## config.mk

```make
export PLATFORM = sky130hd
export DESIGN_NAME = decode_in_capture_buffer
export DESIGN_NICKNAME = d
export VERILOG_FILES = /design/src/rtl/decode_in_capture_buffer.sv
export SDC_FILE = /design/constraint.sdc
export NUM_CORES = 1
export LEC_CHECK = 0
export ABC_CLOCK_PERIOD_IN_PS = 6800
export BUFFER_PORTS_ARGS = -buffer_cell sky130_fd_sc_hd__buf_2
export CORE_UTILIZATION = 38
export CTS_CLUSTER_SIZE = 20
export DETAILED_ROUTE_END_ITERATION = 7
export HOLD_SLACK_MARGIN = 0.15
export PLACE_DENSITY_LB_ADDON = 0.3
export REMOVE_ABC_BUFFERS = 1
export SYNTH_ARGS = -nofsm -noshare
export SYNTH_HDL_FRONTEND = slang
export SYNTH_SLANG_ARGS = --single-unit
```

## constraint.sdc

```tcl
create_clock -name clock -period 6.8 [get_ports clock]
set_input_delay 0 -clock clock [delete_from_list [all_inputs] [get_ports clock]]
set_output_delay 0 -clock clock [all_outputs]
set_load 0.05 [all_outputs]
```

## src/rtl/decode_in_capture_buffer.sv

```systemverilog
// Capture buffer for the LC3 decode_in interface: timestamps enabled
// (instr, npc) samples into a first-word-fall-through FIFO with valid/ready drain.
module decode_in_capture_buffer #(
  parameter int DATA_W        = 16,
  parameter int DEPTH         = 8,
  parameter int TS_W          = 16,
  parameter int SETTLE_CYCLES = 1,
  parameter int DEDUP         = 0
) (
  input  logic                    clock,
  input  logic                    reset,
  input  logic                    enable_decode,
  input  logic [DATA_W-1:0]       npc_in,
  input  logic [DATA_W-1:0]       instr_dout,
  input  logic                    capture_en,
  input  logic                    clear,
  input  logic                    out_ready,
  output logic                    out_valid,
  output logic [DATA_W-1:0]       out_instr,
  output logic [DATA_W-1:0]       out_npc,
  output logic [TS_W-1:0]         out_ts,
  output logic [$clog2(DEPTH):0]  count,
  output logic                    overflow,
  output logic [15:0]             drop_count
);

  localparam int AW = $clog2(DEPTH);
  localparam int SW = (SETTLE_CYCLES > 1) ? $clog2(SETTLE_CYCLES) : 1;
  localparam int PW = 2 * DATA_W;
  localparam int EW = PW + TS_W;

  typedef enum logic [1:0] {
    WAIT_RST,
    IDLE,
    RUN
  } state_t;

  state_t            r_state;
  state_t            w_next;
  logic [SW-1:0]     r_settle;
  logic [TS_W-1:0]   r_ts;
  logic [AW-1:0]     r_wr;
  logic [AW-1:0]     r_rd;
  logic [AW:0]       r_count;
  logic              r_ovf;
  logic [15:0]       r_drops;
  logic              r_hist_v;
  logic [PW-1:0]     r_hist;
  logic [EW-1:0]     r_mem [DEPTH];

  logic              w_settle_done;
  logic [PW-1:0]     w_pair;
  logic              w_sample;
  logic              w_dup;
  logic              w_full;
  logic              w_pop;
  logic              w_push;
  logic              w_drop;
  logic [EW-1:0]     w_head;

  assign w_settle_done = (r_state == WAIT_RST) &&
                         (r_settle == SW'(SETTLE_CYCLES - 1));

  always_comb begin
    w_next = r_state;
    unique case (r_state)
      WAIT_RST: if (w_settle_done) w_next = capture_en ? RUN : IDLE;
      IDLE:     if (capture_en) w_next = RUN;
      RUN:      if (!capture_en) w_next = IDLE;
      default:  w_next = WAIT_RST;
    endcase
  end

  always_ff @(posedge clock or posedge reset) begin
    if (reset) begin
      r_state  <= WAIT_RST;
      r_settle <= '0;
    end else begin
      r_state <= w_next;
      if (r_state == WAIT_RST && !w_settle_done)
        r_settle <= r_settle + 1'b1;
    end
  end

  // Timestamp starts on the settle-exit edge so the first capturable sample reads 1.
  always_ff @(posedge clock or posedge reset) begin
    if (reset)
      r_ts <= '0;
    else if (r_state != WAIT_RST || w_settle_done)
      r_ts <= r_ts + 1'b1;
  end

  assign w_pair   = {instr_dout, npc_in};
  assign w_sample = (r_state == RUN) && enable_decode;
  assign w_dup    = (DEDUP != 0) && r_hist_v && (w_pair == r_hist);
  assign w_full   = (r_count == (AW+1)'(DEPTH));
  assign w_pop    = !clear && out_valid && out_ready;
  assign w_push   = !clear && w_sample && !w_dup && (!w_full || w_pop);
  assign w_drop   = !clear && w_sample && !w_dup && w_full && !w_pop;

  always_ff @(posedge clock or posedge reset) begin
    if (reset) begin
      r_wr     <= '0;
      r_rd     <= '0;
      r_count  <= '0;
      r_ovf    <= 1'b0;
      r_drops  <= '0;
      r_hist_v <= 1'b0;
      r_hist   <= '0;
    end else if (clear) begin
      r_wr     <= '0;
      r_rd     <= '0;
      r_count  <= '0;
      r_ovf    <= 1'b0;
      r_drops  <= '0;
      r_hist_v <= 1'b0;
      r_hist   <= '0;
    end else begin
      if (w_push) begin
        r_wr     <= r_wr + 1'b1;
        r_hist   <= w_pair;
        r_hist_v <= 1'b1;
      end
      if (w_pop)
        r_rd <= r_rd + 1'b1;
      r_count <= r_count + {{AW{1'b0}}, w_push} - {{AW{1'b0}}, w_pop};
      if (w_drop) begin
        r_ovf <= 1'b1;
        if (r_drops != 16'hFFFF)
          r_drops <= r_drops + 16'd1;
      end
    end
  end

  always_ff @(posedge clock) begin
    if (w_push)
      r_mem[r_wr] <= {w_pair, r_ts};
  end

  // Head is masked so stale storage never shows while empty.
  assign out_valid = (r_count != '0);
  assign w_head    = out_valid ? r_mem[r_rd] : '0;
  assign out_instr = w_head[EW-1 -: DATA_W];
  assign out_npc   = w_head[TS_W +: DATA_W];
  assign out_ts    = w_head[TS_W-1:0];
  assign count      = r_count;
  assign overflow   = r_ovf;
  assign drop_count = r_drops;

endmodule

```

==> flow_summary.yaml, run 1 <==
job:
  max-cap-violations: 0
worst_setup_path:
  reg2reg_slack_ns: 3.70
  cp-start-kind: "flop"
  reg2reg_depth: 12
  critPathMaxStageDelay_ns: 0.84
  end_kind: "output port"
  crit_required_ns: 6.80
  cp_data_arrival_time_ns: 3.41
  path_max_fanout: 41
  crit_slowest_cell: "dfrtp_4"
  path_cells: "buf_4 > mux4_2 > mux2i_1 > nor2_1 > buf_2"
  crit_type: "flop to output port"
  r2r_end: "count[2]"
  r2r-start: "count[2]"
power:
  p_leak_nw: 6.77
  power_mw: 7.13
  power_density_nw_per_um2: 354
  peakVddDrop_v: 0.000174
die:
  die_h_um: 213
  initial_core_util_pct: 38.5
  row_count: 77
  core_region_area_um2: 44100
  die_area_um2: 45500
  ios: 108
  die_x_um: 213
timing:
  rsz0062_at_grt: "no"
  timing.final.crit_period_ns: 3.41
  hold_violations: 0
  worst_pin_slew_ns: 0.923
  fin_skew_ns: 0.0319
  holdWs_ns: 0.229
  drv_slew: 0
  clock.fmax_ghz: 0.293
  tns_ns: 0
  max_slew_margin_pct: 38.5
  post-route-period-util_pct: 50.2
  finalSetupViolations: 0
final_layout:
  nets: 1068
  num_antenna_cells: 0
  syn2layout_area_growth_pct: 18.5
  drive_gt1_share_pct: 29.4
  finalNonFillerCells: 1649
global_route:
  grt_pass1_vias: 8818
  grt_pass1_wl_um: 52300
  grt_overflow: 0
  grt_max_degree: 60
  antenna_found_initial: 0
  track_usage_pct: 15.4
hold_path:
  hp-start: "capture_en"
  hold_path.class: "primary input to flop"
  holdPathEnd: "r_state[1]"
  whs_path_depth: 3
detailed_routing:
  drc_errors: 0
  drt_wl_total_um: 34100
  drtIter0Drc: 493
  vias: 8497
  final_antenna_net_count: 0
  avgViaCountPerCell: 5.15
  drtPass1Iterations: 4
  routedWlPerCell_um: 20.7
synthesis:
  ys_top_cells_by_area: "edfxtp_1, mux4_2, dfrtp_1"
  synth.distinct_cells: 52
  synthAdderAreaFrac_pct: 0.781
  synthArstFlopShare_pct: 10.7
  synth_ff_type: "edfxtp_1"
  synth_simple_gate_area_share_pct: 5.08
  netlist_instances: 852
  synthXorXnorAreaFrac_pct: 1.03
  ys_warn_count: 0
  synth_largest_area_cell: "edfxtp_1"
  synth.area.mux_share_pct: 15.8
  synthesis.area_um2: 17000
  netlist.area_leader.share_pct: 67.9
  avgSynthCellArea_um2: 19.9
  synth_top_family_by_area: "multiplexers"
  synth_edf_count: 384
  synth_compound_area_share_pct: 1.33
  ys_seq_area_share_pct: 74.7
  synth-seq-cells: 430
place:
  gp_congestion: 0.740
  place_hpwl_um: 17200
  dp.cells: 1525
  portBuffers: 107
clock_network:
  postCtsSetupRepairBufs: 0
  htreeDepth: 2
  clk_pin_slew_worst_paths_ns: 0.06
  root_buffer: "clkbuf_16"
  cts_resized: 0
  clk_path_buf_depth: 3
  clk_latency_ns: 0.58
  clock-sinks: 430
  numCtsBuffers: 45
  cts_tree: "yes"
outcome:
  outcome: "finished, final reports clean"
## how the worst max path moves through the flow
stage	from	to	slack (ns)	cells after the start
floorplan	count[2]	count[2]	0.57	11
global placement	count[2]	count[2]	3.73	12
detailed placement	count[2]	count[2]	3.65	12
CTS	r_rd[0]	out_ts[6]	3.26	5
global route	r_rd[0]	out_ts[6]	3.11	5
finish	r_rd[0]	out_ts[6]	3.39	5
## through the flow
step                worst slack, ns  utilization [%]  cell area, um^2
detailed placement             3.65             41.3            18200
CTS                            3.26             45.6            20100
global route                   3.11             45.6            20100
global placement               3.73             41.3            18200
floorplan                     0.568                -            16800
finish                         3.39             45.6            20100
## synthesized netlist by cell type (3+ instances only)
master and count:
nor2b_1 3, xnor2_1 12, a21oi_1 9, xor2_1 8
buf_2 14, or3_1 3, edfxtp_1 384, ha_1 9
or4_1 4, nand4_1 8, nand3_1 14, dfrtp_1 46
nor3_1 6, nand2b_1 4, nor2_1 66, clkbuf_1 21
mux2i_1 50, nor3b_1 4, and3_1 7, o21ai_0 7
and4_1 3, mux4_2 96, nand2_1 22, inv_1 10
a21o_1 3, buf_4 4
## metal layers
layer | up-vias | global-route usage (%) | share of wire [%] | wire, um
met1 | 4484 | 21.9 | 46 | 15800
met5 | - | 0 | 0 | 0
li1 | 3787 | - | - | -
met3 | 42 | 2.62 | 4.4 | 1520
met4 | 0 | 4.36 | 1.7 | 568
met2 | 184 | 24.7 | 48 | 16200
## critical path, delay by kind of cell (launching register included)
kind,cells,cell delay (ns)
multiplexers,2,0.89
AND/OR/NAND/NOR,1,0.07
flip-flops,1,0.84
buffers and inverters,2,1.01
## cells in the final DEF (no fill, tap or decap), types with 3 or more instances in the layout
cell type and instances:
a21o_1 3, a21oi_1 9, and3_1 7, and4_1 3, buf_2 107, buf_4 14, clkbuf_1 13, clkbuf_16 45
clkbuf_8 6, clkinv_1 5, clkinv_2 4, dfrtp_1 43, dfrtp_4 3, dlygate4sd3_1 40, edfxtp_1 384, ha_1 9
inv_1 9, inv_6 4, mux2i_1 50, mux4_2 96, nand2_1 22, nand2b_1 4, nand3_1 14, nand4_1 8
nor2_1 60, nor2_4 6, nor2b_1 3, nor3_1 4, nor3_2 4, nor3b_1 3, o21ai_0 7, or3_1 3
or4_1 4, xnor2_1 12, xor2_1 8
## repair_timing
action | CTS | global route
endpoints found under the hold margin | 321 | 0
setup endpoints to repair | 0 | 0
hold buffers | 40 | 0
## sequential cells by signal (all words and copies together) (netlist names)
| signal | count |
|---|---|
| r_rd | 3 |
| r_ts | 16 |
| r_wr | 3 |
| count | 4 |
| r_state | 2 |
| overflow | 1 |
| drop_count | 16 |
| r_settle | 1 |
| r_mem | 384 |
## logic make-up after synthesis
kind of cell / Yosys count
XOR/XNOR: 20
AND/OR/NAND/NOR: 161
flip-flops: 430
AO/OA/AOI/OAI: 34
multiplexers: 147
adder cells (fa/ha/maj): 10
buffers and inverters: 50
## area by class of cell
cell class                      instances  area [um^2]
Clock buffer                           64         1260
Clock inverter                         20          219
Fill cell                            3815        24000
Inverter                               10         37.5
Multi-Input combinational cell        372         4130
Sequential cell                       430        12700
Tap cell                              592          741
Timing Repair Buffer                  161         1040
## where the power goes
group          switching (mW)  internal (mW)  total (mW)
Combinational            1.15          0.605        1.76
Clock                    1.02           1.38        2.40
Sequential             0.0771           2.89        2.97
(Power assumes the default switching activity.)
==> run 2, diff against run 1 <==
ABC_CLOCK_PERIOD_IN_PS = 3500   (was 6800)
clock period = 3.5 ns   (was 6.8 ns; I/O delays follow)
==> run 2 against run 1 <==
  * Flip-flop and latch count unchanged
  * Via count down 1.5%
  * Largest cell class unchanged
  * Global-route usage down 0.16 points
  * Sequential share of layout area down 0.64 points
  * Worst setup slack worse by 2.8 ns
==> flow_summary.yaml, run 2 (synthesis results as in run 1) <==
global_route:
  antenna_found_initial: 0
  grt_max_degree: 49
  grt_pass1_vias: 8789
  grt_pass1_wl_um: 52300
  track_usage_pct: 15.3
  grt_overflow: 0
final_layout:
  largest_reg_flops: 384
  drive_gt1_share_pct: 30.1
  num_antenna_cells: 0
  nFillCells: 3792
  multi_input_area_um2: 4130
  final_cell_mix: "edfxtp_1, buf_2, mux4_2"
  fin_util_pct: 46.1
  mostFrequentLayoutCell: "edfxtp_1"
  nets: 1074
  ff_latch_area_um2: 12700
  syn2layout_area_growth_pct: 19.8
  top_register: "r_mem"
clock_network:
  numCtsBuffers: 46
  cts_tree: "yes"
  htreeDepth: 2
  cts_resized: 0
  root_buffer: "clkbuf_16"
  cts_hold_buf: 39
  postCtsSetupRepairBufs: 0
  clk_path_buf_depth: 3
  clk_pin_slew_worst_paths_ns: 0.06
  clk_latency_ns: 0.56
  clock-sinks: 430
worst_setup_path:
  path_max_fanout: 37
  cp-start-kind: "flop"
  crit_required_ns: 3.50
  end_kind: "output port"
  cp_data_arrival_time_ns: 2.88
  crit_type: "flop to output port"
place:
  gp_congestion: 0.749
  post-place-ws_ns: 0.624
  portBuffers: 107
  place_hpwl_um: 18100
power:
  power_density_nw_per_um2: 695
  p_leak_nw: 6.85
  power_mw: 14.1
  peakVddDrop_v: 0.000351
timing:
  worst_pin_slew_ns: 1.05
  fin_skew_ns: 0.0163
  finalSetupViolations: 0
  clock.fmax_ghz: 0.347
  post-route-period-util_pct: 82.4
  holdWs_ns: 0.237
  hold_violations: 0
  rsz0062_at_grt: "no"
  drv_slew: 0
  worst_slack_ns: 0.616
  timing.final.crit_period_ns: 2.88
  max_slew_margin_pct: 29.7
detailed_routing:
  drc_errors: 0
  final_antenna_net_count: 0
  drt_wl_total_um: 33500
  vias: 8372
  drtPass1Iterations: 4
  drtIter0Drc: 673
  avgViaCountPerCell: 5.07
  routedWlPerCell_um: 20.3
job:
  max-cap-violations: 0
die:
  ios: 108
  initial_core_util_pct: 38.5
  die_h_um: 213
  core_region_area_um2: 44100
  die_x_um: 213
  die_area_um2: 45500
  row_count: 77
outcome:
  outcome: "finished, final reports clean"
hold_path:
  hold_path.class: "primary input to flop"
run 2: routing by layer:
metal  vias to the layer above  wire (um)  GRT usage (%)  share of wire (%)
met5                         -          0              0                  0
met4                         0        629           4.63                1.9
met3                        50       1430           2.67                4.3
met2                       180      15900           24.2                 48
met1                      4337      15500           21.6                 46
li1                       3805          -              -                  -
run 2: layout make-up:
type / instances / area share (%)
well taps: 592 / 3.64
repair buffers: 166 / 5.91
inverters: 10 / 0.185
flip-flops and latches: 430 / 62.5
multi-input cells: 372 / 20.3
clock inverters: 30 / 1.64
clock buffers: 51 / 5.86
run 2: power by group:
part	leakage [nW]	total [mW]	internal, mW	switching (mW)
sequential	4.11	5.76	5.62	0.141
combinational	2.00	3.46	1.22	2.25
clock	0.742	4.91	2.96	1.94
run 2: path summary, 6_finish.rpt:
check                      depth (start not counted)              to        from  slack [ns]
setup / recovery                                   5       out_ts[6]     r_rd[0]        0.62
hold / removal                                     3      r_state[1]  capture_en        0.24
setup reg to reg                                   7    r_mem[0][27]    count[2]        0.63
hold reg to reg                                    1        overflow    overflow        0.49
max in group asynchronous                          3         r_rd[2]       reset        2.48
min in group asynchronous                          3  drop_count[15]       reset        0.26
run 2: critical path: stages (launching register included):
cell     delay, ns
dfrtp_4       0.78
buf_12        0.37
mux4_2        0.54
mux2i_1       0.31
nor2_1        0.06
buf_2         0.23
run 2: through the flow:
step	setup TNS [ns]	instances	cell area [um^2]
floorplan	-485.80	812	16800
global placement	0	1531	18400
detailed placement	0	1531	18400
CTS	0	1651	20300
global route	0	1651	20300
finish	0	1651	20300
==> run 3, diff against run 2 <==
ABC_AREA = 1   (was not set)
ABC_CLOCK_PERIOD_IN_PS = 2700   (was 3500)
clock period = 2.7 ns   (was 3.5 ns; I/O delays follow)
==> run 3 against run 2 <==
  * Count of clock-buffer cells in the layout is 9 higher
  * Critical endpoint is now out_npc[5]
  * Power is 36% higher
  * Sequential share of layout area is 1.6 points lower
  * Cell count is 37% higher
  * Worst setup slack worse by 0.48 ns
  * Combinational power is 71% higher
  * Largest power group unchanged
  * Clock power is 20% higher
  * Flip-flop and latch count stayed put
==> flow_summary.yaml, run 3 <==
outcome:
  outcome: "finished, final reports clean"
die:
  die_h_um: 217
  die_area_um2: 47200
  row_count: 78
  die_x_um: 217
  core_region_area_um2: 45600
  initial_core_util_pct: 38.6
  ios: 108
worst_setup_path:
  path_max_fanout: 45
  cp-start-kind: "flop"
  crit_end: "out_npc[5]"
  end_kind: "output port"
  crit_slowest_cell: "dfrtp_4"
  cpMostUsedCell: "nor2_1"
  r2r-start: "count[2]"
  path_cells: "inv_16 > buf_16 > buf_12 > nor2_1 > o211ai_1 > nand2_1 > nor2_1 > buf_2"
  cp_num_cells: 8
  cp.buffers_inverters: 4
  cp_top_family: "buffers and inverters"
  reg2reg_depth: 10
  cp_data_arrival_time_ns: 2.57
  reg2reg_slack_ns: 0.46
  r2r_end: "r_mem[4][39]"
  cp-startpoint: "r_rd[0]"
  crit_required_ns: 2.70
  critPathMaxStageDelay_ns: 0.62
  crit_type: "flop to output port"
detailed_routing:
  vias: 11449
  routedWlPerCell_um: 17.3
  drt_wl_total_um: 39200
  drc_errors: 0
  final_antenna_net_count: 0
  avgViaCountPerCell: 5.06
  drtIter0Drc: 783
  drtPass1Iterations: 6
power:
  p_clk_share_pct: 30.8
  p_int_mw: 12.2
  p_switching_mw: 7.01
  peakVddDrop_v: 0.000960
  power_mw: 19.2
  p_comb_share_pct: 30.7
  seqPwrFrac_pct: 38.5
  p_sw_share_pct: 36.5
  p_leak_nw: 7.62
  power_density_nw_per_um2: 922
synthesis:
  avgSynthCellArea_um2: 11.9
  synth_ff_type: "edfxtp_1"
  ys_seq_area_share_pct: 72.0
  yosysMostFrequentCell: "edfxtp_1"
  synth.distinct_cells: 34
  netlist.area_leader.share_pct: 65.5
  synth_common_cells: "edfxtp_1, nor2_1, o21ai_0, nand2_1, o22ai_1"
  synth_largest_area_cell: "edfxtp_1"
  synthesis.area_um2: 17600
  synth_edf_count: 384
  ys_top_cells_by_area: "edfxtp_1, nor2_1, dfrtp_1"
  synthArstFlopShare_pct: 10.7
  netlist_instances: 1483
  ys_warn_count: 0
  synth-seq-cells: 430
final_layout:
  fin_util_pct: 45.8
  nets: 1678
  syn2layout_area_growth_pct: 18.5
  nFillCells: 4122
  ff_latch_area_um2: 12700
  multi_input_area_um2: 4400
  largest_reg_flops: 384
  drive_gt1_share_pct: 14.1
  mostFrequentLayoutCell: "edfxtp_1"
  final_cell_mix: "edfxtp_1, nor2_1, o21ai_0"
  top_register: "r_mem"
global_route:
  grt_pass1_wl_um: 62300
  grt_overflow: 0
  grt_pass1_vias: 11263
  grt_max_degree: 98
  track_usage_pct: 16.9
  antenna_found_initial: 1
clock_network:
  clk_pin_slew_worst_paths_ns: 0.06
  clk_latency_ns: 0.56
  clock-sinks: 430
  clk_path_buf_depth: 3
  cts_tree: "yes"
  htreeDepth: 2
  numCtsBuffers: 45
  root_buffer: "clkbuf_16"
timing:
  fin_skew_ns: 0.0199
  post-route-period-util_pct: 95.0
  hold_violations: 0
  max_slew_margin_pct: 49.2
  worst_pin_slew_ns: 0.761
  worst_slack_ns: 0.134
  tns_ns: 0
  clock.fmax_ghz: 0.390
  drv_slew: 0
  timing.final.crit_period_ns: 2.57
  finalSetupViolations: 0
  rsz0062_at_grt: "yes"
job:
  max-cap-violations: 0
place:
  portBuffers: 107
  post-place-ws_ns: 0.427
  gp_congestion: 0.760
  place_hpwl_um: 22100
hold_path:
  whs_path_depth: 2
  hold_path.class: "primary input to flop"
-- run 3: per-layer routing --
metal / share of wire (%) / global-route usage, %
met2: 47 / 27.7
met5: 0 / 0
met1: 46 / 22.7
met4: 1.7 / 5.02
met3: 5.1 / 3.12
-- run 3: area by class of cell --
class	count	area share [%]
flip-flops and latches	430	60.9
diodes	1	0.0120
clock buffers	60	5.82
clock inverters	20	0.918
repair buffers	182	6.78
inverters	47	0.924
well taps	600	3.60
multi-input cells	924	21.1
-- run 3: how the worst min path moves through the flow --
stage	from	end	slack, ns
floorplan	clear	count[0]	0.07
global placement	capture_en	r_state[0]	0.17
detailed placement	capture_en	r_state[0]	0.17
CTS	instr_dout[9]	r_mem[3][41]	0.21
global route	instr_dout[1]	r_mem[6][33]	0.26
finish	instr_dout[5]	r_mem[7][37]	0.25
-- run 3: kinds of logic (layout without fill, tap and decap cells) --
group	count (synthesis)	count (layout)	synth area share, %
DFF	430	430	72.0
buffers and inverters	129	309	3.35
xor gates and xnor gates	17	17	0.846
and+or+nand+nor	584	584	13.0
other	0	1	0
AOI/OAI and AO/OA	313	313	9.98
adders and majority gates	10	10	0.753
-- run 3: repair_timing --
item,CTS,global route
hold buffers,40,0
gates cloned,0,0
setup buffers,0,1
endpoints found under the setup margin,28,27
endpoints found under the hold margin,329,0
resized for setup,10,9
pin swaps,0,0
-- run 3: power groups by stage --
stage	clock [mW]	combinational (mW)	sequential, mW
floorplan	0	3.90	7.82
finish	5.91	5.91	7.40
global route	6.32	6.47	7.40
CTS	6.05	5.91	7.41
global placement	0	5.77	7.53
detailed placement	0	5.81	7.54
-- run 3: per-stage QoR --
step,hold slack (ns),std cells,cell area (um^2)
final,0.247,2264,20900
after global routing,0.256,2263,20900
after CTS,0.208,2262,20800
after detailed placement,0.174,2142,19000
after global placement,0.173,2142,19000
after floorplan,0.0652,1401,17200
-- run 3: worst reg2reg max path: cells and delay by family, from the launching register on --
kind / cells / cell delay (ns)
buffers and inverters: 3 / 0.54
adders and majority gates: 1 / 0.21
and+or+nand+nor: 6 / 0.83
DFF: 1 / 0.34
